`config.mk`:
```
export PLATFORM = sky130hd
export DESIGN_NAME = regfile_dump
export DESIGN_NICKNAME = d
export VERILOG_FILES = /design/src/rtl/regfile_dump_pkg.sv /design/src/rtl/regfile_dump.sv
export SDC_FILE = /design/constraint.sdc
export NUM_CORES = 1
export LEC_CHECK = 0
export BUFFER_PORTS_ARGS = -buffer_cell sky130_fd_sc_hd__buf_2
export CAP_MARGIN = 20
export CORE_MARGIN = 10
export CORE_UTILIZATION = 42
export DETAILED_ROUTE_END_ITERATION = 16
export PLACE_DENSITY_LB_ADDON = 0.12
export SETUP_SLACK_MARGIN = 0.2
export SLEW_MARGIN = 10
export SYNTH_ARGS = -nofsm -noshare
export SYNTH_HDL_FRONTEND = slang
export SYNTH_SLANG_ARGS = --single-unit
```
`constraint.sdc`:
```
create_clock -name clk -period 1.9 [get_ports clk]
set_clock_uncertainty 0.15 [all_clocks]
set_input_delay 0.285 -clock clk [delete_from_list [all_inputs] [get_ports clk]]
set_output_delay 0.285 -clock clk [all_outputs]
set_load 0.03 [all_outputs]
```
`src/rtl/regfile_dump_pkg.sv`:
```
// regfile_dump_pkg
//   Shared definitions for the register-file debug dump engine.
//   - Default geometry (NUM_REGS / ADDR_W / DATA_W), also used by the
//     register file itself.
//   - FSM state encodings and the dump_state_t enum built on them.
//   Optional feature macro: REGFILE_DUMP_CSUM_EN adds the CSUM state.
package regfile_dump_pkg;

    localparam int REGFILE_NUM_REGS = 32;
    localparam int REGFILE_ADDR_W   = 5;
    localparam int REGFILE_DATA_W   = 32;

    // Legacy state encodings, kept stable for existing trace decoders.
    localparam logic [2:0] S_IDLE = 3'd0;
    localparam logic [2:0] S_LOAD = 3'd1;
    localparam logic [2:0] S_SEND = 3'd2;
`ifdef REGFILE_DUMP_CSUM_EN
    localparam logic [2:0] S_CSUM = 3'd3;
`endif
    localparam logic [2:0] S_DONE = 3'd4;

`ifdef REGFILE_DUMP_CSUM_EN
    typedef enum logic [2:0] {
        ST_IDLE = S_IDLE,
        ST_LOAD = S_LOAD,
        ST_SEND = S_SEND,
        ST_CSUM = S_CSUM,
        ST_DONE = S_DONE
    } dump_state_t;
`else
    typedef enum logic [2:0] {
        ST_IDLE = S_IDLE,
        ST_LOAD = S_LOAD,
        ST_SEND = S_SEND,
        ST_DONE = S_DONE
    } dump_state_t;
`endif

endpackage

```
`src/rtl/regfile_dump.sv`:
```
// regfile_dump
//   Debug read-out engine: on start, walks every register through a
//   dedicated register-file read port and streams each value out on a
//   valid/ready interface. Read-only; never stalls the core.
//
//   Optional feature macro: REGFILE_DUMP_CSUM_EN
//     defined   : one extra word (XOR of all dumped values) follows the last
//                 register; out_last marks only that word.
//     undefined : no checksum word; out_last marks the last register word.
//
// Ports
//   clk          clock, rising edge
//   rst          synchronous active-high reset
//   start        dump request, honoured only in IDLE
//   busy         high while a dump is in progress (through DONE)
//   done         one-cycle pulse at dump completion
//   RdAddr       register index to the register-file read port
//   RdData       combinational read data for RdAddr
//   out_valid    stream word valid
//   out_ready    consumer ready
//   out_data     register value or checksum
//   out_idx      register index of out_data (0 for checksum)
//   out_last     final word of the dump
//   out_is_csum  word is the checksum
import regfile_dump_pkg::*;

module regfile_dump #(
    parameter int NUM_REGS = REGFILE_NUM_REGS,
    parameter int ADDR_W   = REGFILE_ADDR_W,
    parameter int DATA_W   = REGFILE_DATA_W
) (
    input  logic              clk,
    input  logic              rst,
    input  logic              start,
    output logic              busy,
    output logic              done,
    output logic [ADDR_W-1:0] RdAddr,
    input  logic [DATA_W-1:0] RdData,
    output logic              out_valid,
    input  logic              out_ready,
    output logic [DATA_W-1:0] out_data,
    output logic [ADDR_W-1:0] out_idx,
    output logic              out_last,
    output logic              out_is_csum
);

    localparam logic [ADDR_W-1:0] LAST_IDX = ADDR_W'(NUM_REGS - 1);

    dump_state_t       state;
    logic [ADDR_W-1:0] idx;
    logic [DATA_W-1:0] data_q;
`ifdef REGFILE_DUMP_CSUM_EN
    logic [DATA_W-1:0] csum_q;
`endif
    logic              accept;

    assign accept = out_valid && out_ready;
    assign RdAddr = idx;

    always_ff @(posedge clk) begin
        if (rst) begin
            state  <= ST_IDLE;
            idx    <= '0;
            data_q <= '0;
`ifdef REGFILE_DUMP_CSUM_EN
            csum_q <= '0;
`endif
        end else begin
            case (state)
                ST_IDLE: begin
                    if (start) begin
                        idx   <= '0;
`ifdef REGFILE_DUMP_CSUM_EN
                        csum_q <= '0;
`endif
                        state <= ST_LOAD;
                    end
                end
                ST_LOAD: begin
                    data_q <= RdData;
`ifdef REGFILE_DUMP_CSUM_EN
                    csum_q <= csum_q ^ RdData;
`endif
                    state  <= ST_SEND;
                end
                ST_SEND: begin
                    if (accept) begin
                        if (idx == LAST_IDX) begin
`ifdef REGFILE_DUMP_CSUM_EN
                            state <= ST_CSUM;
`else
                            state <= ST_DONE;
`endif
                        end else begin
                            idx   <= idx + 1'b1;
                            state <= ST_LOAD;
                        end
                    end
                end
`ifdef REGFILE_DUMP_CSUM_EN
                ST_CSUM: begin
                    if (accept) state <= ST_DONE;
                end
`endif
                ST_DONE: begin
                    // idx returns to 0 so RdAddr reads 0 again in IDLE
                    idx   <= '0;
                    state <= ST_IDLE;
                end
                default: state <= ST_IDLE;
            endcase
        end
    end

    always_comb begin
        busy        = (state != ST_IDLE);
        done        = (state == ST_DONE);
        out_valid   = 1'b0;
        out_data    = '0;
        out_idx     = '0;
        out_last    = 1'b0;
        out_is_csum = 1'b0;
        case (state)
            ST_SEND: begin
                out_valid = 1'b1;
                out_data  = data_q;
                out_idx   = idx;
`ifndef REGFILE_DUMP_CSUM_EN
                out_last  = (idx == LAST_IDX);
`endif
            end
`ifdef REGFILE_DUMP_CSUM_EN
            ST_CSUM: begin
                out_valid   = 1'b1;
                out_data    = csum_q;
                out_is_csum = 1'b1;
                out_last    = 1'b1;
            end
`endif
            default: ;
        endcase
    end

endmodule

```
==> results of run 1 <==
registers in the layout (all words and copies together), names as in the netlist:
signal and flops:
data_q 32, RdAddr 5, state 3
final timing paths:
path / startpoint / end / cells past startpoint
hold reg to reg: data_q[6] / data_q[6] / 2
hold / removal: RdData[8] / data_q[8] / 3
setup reg to reg: RdAddr[1] / RdAddr[3] / 6
setup / recovery: RdAddr[1] / RdAddr[3] / 6
metrics by stage:
stage               power, mW  utilization  setup WS (ns)  cell area, sq um
floorplan                1.09            -        -0.0200              1920
global placement         1.18        0.588         0.0355              2420
detailed placement       1.18        0.588         0.0204              2420
CTS                      1.74        0.675         0.0231              2780
global route             1.84        0.700         -0.103              2880
finish                   1.74        0.700       -0.00444              2880
per-layer routing:
metal	share of wire	GRT usage	up-vias
li1	-	-	835
met2	0.51	0.247	57
met5	0	0	-
met4	0.0090	0.0359	0
met3	0.094	0.0747	5
met1	0.39	0.147	769
report_power, final:
part / internal (mW) / switching, mW / total, mW / leakage (nW)
Clock: 0.250 / 0.276 / 0.525 / 0.0410
Combinational: 0.159 / 0.161 / 0.320 / 0.942
Sequential: 0.877 / 0.0207 / 0.898 / 0.329
Total: 1.29 / 0.458 / 1.74 / 1.31
cell type report:
type | count | area share
Timing Repair Buffer | 105 | 0.288
Clock inverter | 1 | 0.00174
Tap cell | 50 | 0.0217
Multi-Input combinational cell | 138 | 0.377
Sequential cell | 40 | 0.284
Clock buffer | 6 | 0.0252
Inverter | 2 | 0.00261
worst min-delay path, delay by kind of cell:
| family | cells | cell delay (ns) |
|---|---|---|
| muxes | 1 | 0.05 |
| buffers and inverters | 1 | 0.07 |
| and+or+nand+nor | 1 | 0.07 |
timing repair:
item                                    in CTS  in global routing
cloned                                       1                  0
setup buffers                                6                  4
resized for setup                           75                 21
pin swaps                                    3                  7
endpoints found under the setup margin      43                 61
cell families after synthesis:
group | Yosys count | synth area share
compound gates | 10 | 0.0377
fa+ha+maj | 2 | 0.0137
buf+inv | 16 | 0.0460
flops | 40 | 0.439
mux | 34 | 0.187
other cells | 1 | 0.00206
simple gates | 91 | 0.275
cell usage in the layout, fill, tap and decap left out, types with 4 or more instances in the layout:
cell / n
and2_2: 31
and2_4: 7
buf_2: 47
buf_4: 20
buf_6: 35
clkbuf_8: 5
dfxtp_1: 35
dfxtp_4: 4
mux2i_1: 34
nand3b_1: 4
nor2_1: 35
==> results.rst, run 1 <==
.. list-table::
   :header-rows: 1

   * - Metric
     - Value
   * - Area added between synthesis and finish
     - 57.9%
   * - Clock sinks
     - 40
   * - Core region area
     - around 4000 sq um
   * - Global routing usage summed across all routing layers
     - 0.142
   * - Number of iterations in the first detailed-routing pass
     - 4
   * - Post-synth top flop
     - dfxtp_1
   * - Overall die area
     - 7380 sq um
   * - Non-filler cells, final
     - around 340
   * - Part of the Yosys area used for sequential elements
     - 0.439
   * - Startpoint type of the worst setup path
     - register
   * - Number of antenna violations at the first check in global routing
     - 0
   * - Number of distinct standard cells referenced by the synthesized netlist
     - 29
   * - Clock tree root buffer cell
     - clkbuf_8
   * - Mean routed wirelength per cell
     - ~16 um
   * - TritonCTS clock tree
     - done
   * - H-tree levels
     - 2
   * - Critical Path Slowest Stage Cell
     - or4_1
   * - Static Leak
     - around 1.3 nW
   * - Crit-path max cell delay
     - ~0.48 ns
   * - Required arrival time at the worst endpoint
     - 1.97 ns
   * - Final sum of negative setup slack
     - -0.00444 ns
   * - Critical Path Sink Type
     - register
   * - 1st-iter DRT viols
     - 49
   * - Kind of cell with the highest combined delay on the critical path
     - simple AND/OR/NAND/NOR gates
   * - Proportion of layout cells with a drive suffix above 1
     - 0.568
   * - Multi-input logic area
     - 1090 sq um
   * - Final number of setup-violating endpoints
     - 1
   * - Netlist Area Pre-Place
     - around 1800 sq um
   * - Cell repeated most along the worst path
     - ha_4
   * - Failing checks
     - negative setup slack
   * - Number of primary I/O pins
     - 83
   * - TritonCTS buffer count
     - 5
   * - Fraction of synthesized cell area taken by the top area cell type
     - 0.439
   * - Storage element area
     - 817 sq um
   * - Layout net count
     - 330
   * - Initial standard-cell utilization of the core
     - 0.443
   * - Worst Setup Path Type
     - register to register
   * - Outcome
     - complete, but fails checks
   * - Number of global-route vias before repair
     - about 1700
   * - Final WS setup
     - -0.00444 ns
   * - Detailed placement HPWL
     - 3.66 mm
   * - Post-Syn Area per Cell
     - between 9 and 10 sq um
   * - Cell accounting for the most synthesized area
     - dfxtp_1
   * - Class of the worst hold path
     - primary input to register
   * - DRC viols
     - 0
   * - Max-slew violation count
     - 0
   * - P per Cell Area
     - a little over 600 nW/um^2
   * - # rows
     - 23
   * - Number of cells in the design after placement
     - between 300 and 400
   * - Horiz. Die Dim
     - approximately 86 um
   * - Flop and latch count out of synthesis
     - 40
   * - DR vias
     - ~1700
   * - Buffers & Inverters on Critical Path
     - 0
   * - Die Ht
     - between 80 and 90 um
   * - Maximum number of pins on one net before global-route repair
     - 18
   * - Number of cells produced by synthesis
     - roughly 190
   * - Synthesized Nets
     - 232
   * - Arrival time of the worst setup path
     - 1.97 ns
   * - Series of cell instances along the critical path
     - ha_4 > and3_4 > ha_4 > nand3b_1 > or4_1 > a31oi_1
   * - Count of hold buffers inserted by post-cts repair
     - 0
   * - Average via count per standard cell
     - roughly 4.9
   * - Hold Vio Cnt, Final
     - 0
   * - Async SR Flop Fraction
     - 0
   * - Antenna-violating nets left
     - 0
   * - Min Tclk post-route
     - approximately 1.9 ns
   * - Number of synthesis warnings
     - 0
   * - Worst hold slack
     - roughly 0.081 ns
   * - Final global-route overflow total
     - 0
   * - Fill cell instance count of the final layout
     - 324
   * - Reg clk slew, reported paths
     - 0.07 ns
   * - Number of enable flip-flop cells after synthesis
     - 0
   * - Synth cell count leaders
     - dfxtp_1, and2_1, nor2_1
   * - Clock Latency Late Sink
     - a little under 0.3 ns
   * - First-pass GRT wire length
     - approximately 8.6 mm
   * - Diodes inserted
     - 0
   * - Total wire length
     - ~5.3 mm
   * - Weighted congestion at the end of routability-driven global placement
     - approximately 0.78
   * - Top cells by area in the synthesized netlist
     - dfxtp_1, mux2i_1, and2_1
   * - CTS Buffer Depth
     - 2
   * - Count of input and output buffers
     - between 80 and 90
   * - Cell with the most instances after synthesis
     - dfxtp_1
   * - Upper clock frequency limit
     - 525 MHz
   * - Peak VDD IR
     - around 560 uV
   * - RSZ-0062 raised after global routing
     - yes
   * - Fin crit share
     - 1.00
   * - Number of max-cap violations
     - 0
   * - Minimum setup slack among reg-to-reg paths
     - -0.004 ns
   * - Crit Path Max Fanout
     - 3
Note: power is estimated with default switching activity, not from simulation.
==> run 2: changes to the inputs <==
--- a/config.mk
+++ b/config.mk
@@ -7,8 +7,10 @@
 export LEC_CHECK = 0
 export BUFFER_PORTS_ARGS = -buffer_cell sky130_fd_sc_hd__buf_2
 export CAP_MARGIN = 20
+export CELL_PAD_IN_SITES_DETAIL_PLACEMENT = 1
+export CELL_PAD_IN_SITES_GLOBAL_PLACEMENT = 2
 export CORE_MARGIN = 10
-export CORE_UTILIZATION = 42
+export CORE_UTILIZATION = 24
 export DETAILED_ROUTE_END_ITERATION = 16
 export PLACE_DENSITY_LB_ADDON = 0.12
 export SETUP_SLACK_MARGIN = 0.2
==> run 2 against run 1 <==
  * The flow now finishes without violations
  * Non-clock buffer count fell by 3
  * Combinational power rose by 3%
  * Wire length rose by 11%
  * First-iteration DRC count fell by 31%
  * Sequential share of layout area fell by 0.92 points
  * Maximum frequency rose by 1.4%
  * Register-to-register slack improved by 0.03 ns
  * Clock-buffer cell count rose by 1
  * Critical path depth did not move
  * Setup slack improved by 0.027 ns
  * Clock power rose by 15%
  * Die area rose by 56%
  * Largest power group unchanged
==> results.rst, run 2 (same netlist as run 1, synthesis figures left out) <==
.. list-table::
   :header-rows: 1

   * - Metric
     - Value
   * - H-tree levels
     - 2
   * - Clock tree root buffer cell
     - clkbuf_8
   * - Fin crit share
     - 0.988
   * - Series of cell instances along the critical path
     - ha_4 > and3_4 > ha_4 > nand3b_1 > or4_1 > a31oi_1
   * - Power share of the clock group
     - 0.329
   * - Clock Latency Late Sink
     - between 0.2 and 0.3 ns
   * - Arrival time of the worst setup path
     - roughly 1.9 ns
   * - Count of input and output buffers
     - approximately 80
   * - Minimum setup slack among reg-to-reg paths
     - approximately 0.022 ns
   * - Global routing usage summed across all routing layers
     - 0.106
   * - Worst reg-to-reg path cell count
     - 6
   * - Final global-route overflow total
     - 0
   * - Path length in cells of the critical path
     - 6
   * - TritonCTS buffer count
     - 5
   * - Fill cell instance count of the final layout
     - about 840
   * - Upper clock frequency limit
     - ~530 MHz
   * - Peak VDD IR
     - ~230 uV
   * - Critical Path Slowest Stage Cell
     - or4_1
   * - TritonCTS clock tree
     - done
   * - Cell-internal power
     - around 1.3 mW
   * - Area added between synthesis and finish
     - 62.7%
   * - Commonest non-fill, non-tap cell in the layout
     - buf_2
   * - Critical Path Sink
     - RdAddr[3]
   * - Core region area
     - between 7000 and 8000 sq um
   * - CTS Buffer Depth
     - 2
   * - Die Ht
     - between 100 and 150 um
   * - Min Tclk post-route
     - approximately 1.9 ns
   * - Non-filler cells, final
     - a little under 400
   * - Number of max-cap violations
     - 0
   * - P per Cell Area
     - 617 nW/um^2
   * - Number of global-route vias before repair
     - ~1900
   * - Horiz. Die Dim
     - 107 um
   * - Average via count per standard cell
     - about 4.3
   * - R2R Path Start
     - RdAddr[0]
   * - Weighted congestion at the end of routability-driven global placement
     - 0.747
   * - Startpoint type of the worst setup path
     - register
   * - Critical path launch point
     - RdAddr[0]
   * - Diodes inserted
     - 0
   * - Class of the worst hold path
     - primary input to register
   * - Register with the highest flop count
     - data_q
   * - Initial standard-cell utilization of the core
     - 0.249
   * - Layout net count
     - ~330
   * - Flip-flop count of the largest register, all copies and words added
     - 32
   * - Crit Path Max Fanout
     - 3
   * - Clock sinks
     - 40
   * - Critical Path Sink Type
     - register
   * - Proportion of layout cells with a drive suffix above 1
     - 0.559
   * - Cell repeated most along the worst path
     - ha_4
   * - Overall die area
     - ~11000 sq um
   * - Total wire length
     - slightly below 6 mm
   * - Switching pwr
     - slightly below 500 uW
   * - Mean routed wirelength per cell
     - 15.2 um
   * - Static Leak
     - between 1 and 1.5 nW
   * - Most frequent cells in the layout
     - buf_2, dfxtp_1, and2_2, nor2_1
   * - 1st-iter DRT viols
     - 34
   * - Reg clk slew, reported paths
     - 0.08 ns
   * - Kind of cell with the highest combined delay on the critical path
     - simple AND/OR/NAND/NOR gates
   * - Outcome
     - complete, no violations
   * - # rows
     - 31
   * - Switching Fraction
     - 0.267
   * - Number of cells in the design after placement
     - roughly 370
   * - Max-slew violation count
     - 0
   * - Worst Setup Path Type
     - register to register
   * - RSZ-0062 raised after global routing
     - yes
   * - Number of iterations in the first detailed-routing pass
     - 3
   * - Antenna-violating nets left
     - 0
   * - Number of antenna violations at the first check in global routing
     - 0
   * - Buffers & Inverters on Critical Path
     - 0
   * - Maximum number of pins on one net before global-route repair
     - 34
   * - Hold Vio Cnt, Final
     - 0
   * - Post-Place Setup Slack
     - -0.0279 ns
   * - Final WS setup
     - about 0.022 ns
   * - Crit-path max cell delay
     - ~0.48 ns
   * - Final number of setup-violating endpoints
     - 0
   * - DR vias
     - 1677
   * - Power share of the sequential group
     - 0.490
   * - Worst R2R End
     - RdAddr[3]
   * - Number of primary I/O pins
     - just over 80
   * - First-pass GRT wire length
     - just under 10 mm
   * - DRC viols
     - 0
   * - Detailed placement HPWL
     - 4.09 mm
   * - Required arrival time at the worst endpoint
     - about 2.0 ns
   * - Count of hold buffers inserted by post-cts repair
     - 0
   * - Part of the power in combinational logic
     - 0.181
-- run 2: worst min-delay path by stage --
stage	start	to	cells after the start
2_1_floorplan	out_ready	state[2]	2
3_3_place_gp	data_q[31]	data_q[31]	2
3_5_place_dp	data_q[22]	data_q[22]	2
4_1_cts	RdData[22]	data_q[22]	3
5_1_grt	RdData[22]	data_q[22]	3
6_report	RdData[12]	data_q[12]	3
-- run 2: stage by stage --
| step | hold slack, ns | TNS [ns] | util | power [mW] | area (sq um) |
|---|---|---|---|---|---|
| floorplan | 0.275 | -0.0200 | - | 1.09 | 1920 |
| global placement | 0.315 | -0.000163 | 0.341 | 1.19 | 2500 |
| detailed placement | 0.325 | -0.0279 | 0.341 | 1.20 | 2500 |
| CTS | 0.0607 | 0 | 0.395 | 1.84 | 2900 |
| global route | 0.0732 | -1.64 | 0.405 | 1.95 | 2970 |
| finish | 0.0744 | 0 | 0.405 | 1.83 | 2970 |
-- run 2: power by group through the flow --
| stage | Clock (mW) | Combinational [mW] | Sequential (mW) |
|---|---|---|---|
| CTS | 0.630 | 0.316 | 0.897 |
| detailed placement | 0 | 0.280 | 0.917 |
| finish | 0.602 | 0.331 | 0.897 |
| global placement | 0 | 0.277 | 0.916 |
| floorplan | 0 | 0.180 | 0.914 |
| global route | 0.677 | 0.367 | 0.904 |
-- run 2: what timing repair did --
| action | CTS | global route |
|---|---|---|
| pin swaps | 5 | 1 |
| setup buffers | 5 | 2 |
| gates resized for setup | 77 | 8 |
| endpoints found under the setup margin | 44 | 46 |
| gates cloned | 1 | 1 |
-- run 2: layer usage --
layer,up-vias,GRT usage,part of all wire
met5,-,0,0
met2,46,0.182,0.49
met1,795,0.110,0.40
met3,6,0.0527,0.095
met4,0,0.0319,0.011
li1,830,-,-
-- run 2: area by class of cell --
type	count	area, sq um	share of cell area
multi-input combinational	138	1070	0.360
clock inverter	1	6.26	0.00211
clock buffer	7	86.3	0.0291
sequential	40	815	0.274
tap	99	124	0.0417
timing repair buffer	102	861	0.290
inverter	2	7.51	0.00253
-- run 2: worst reg2reg max path: stages (launching register included) --
cell and delay, ns:
dfxtp_4 0.36, ha_4 0.15, and3_4 0.18, ha_4 0.15
nand3b_1 0.18, or4_1 0.48, a31oi_1 0.16
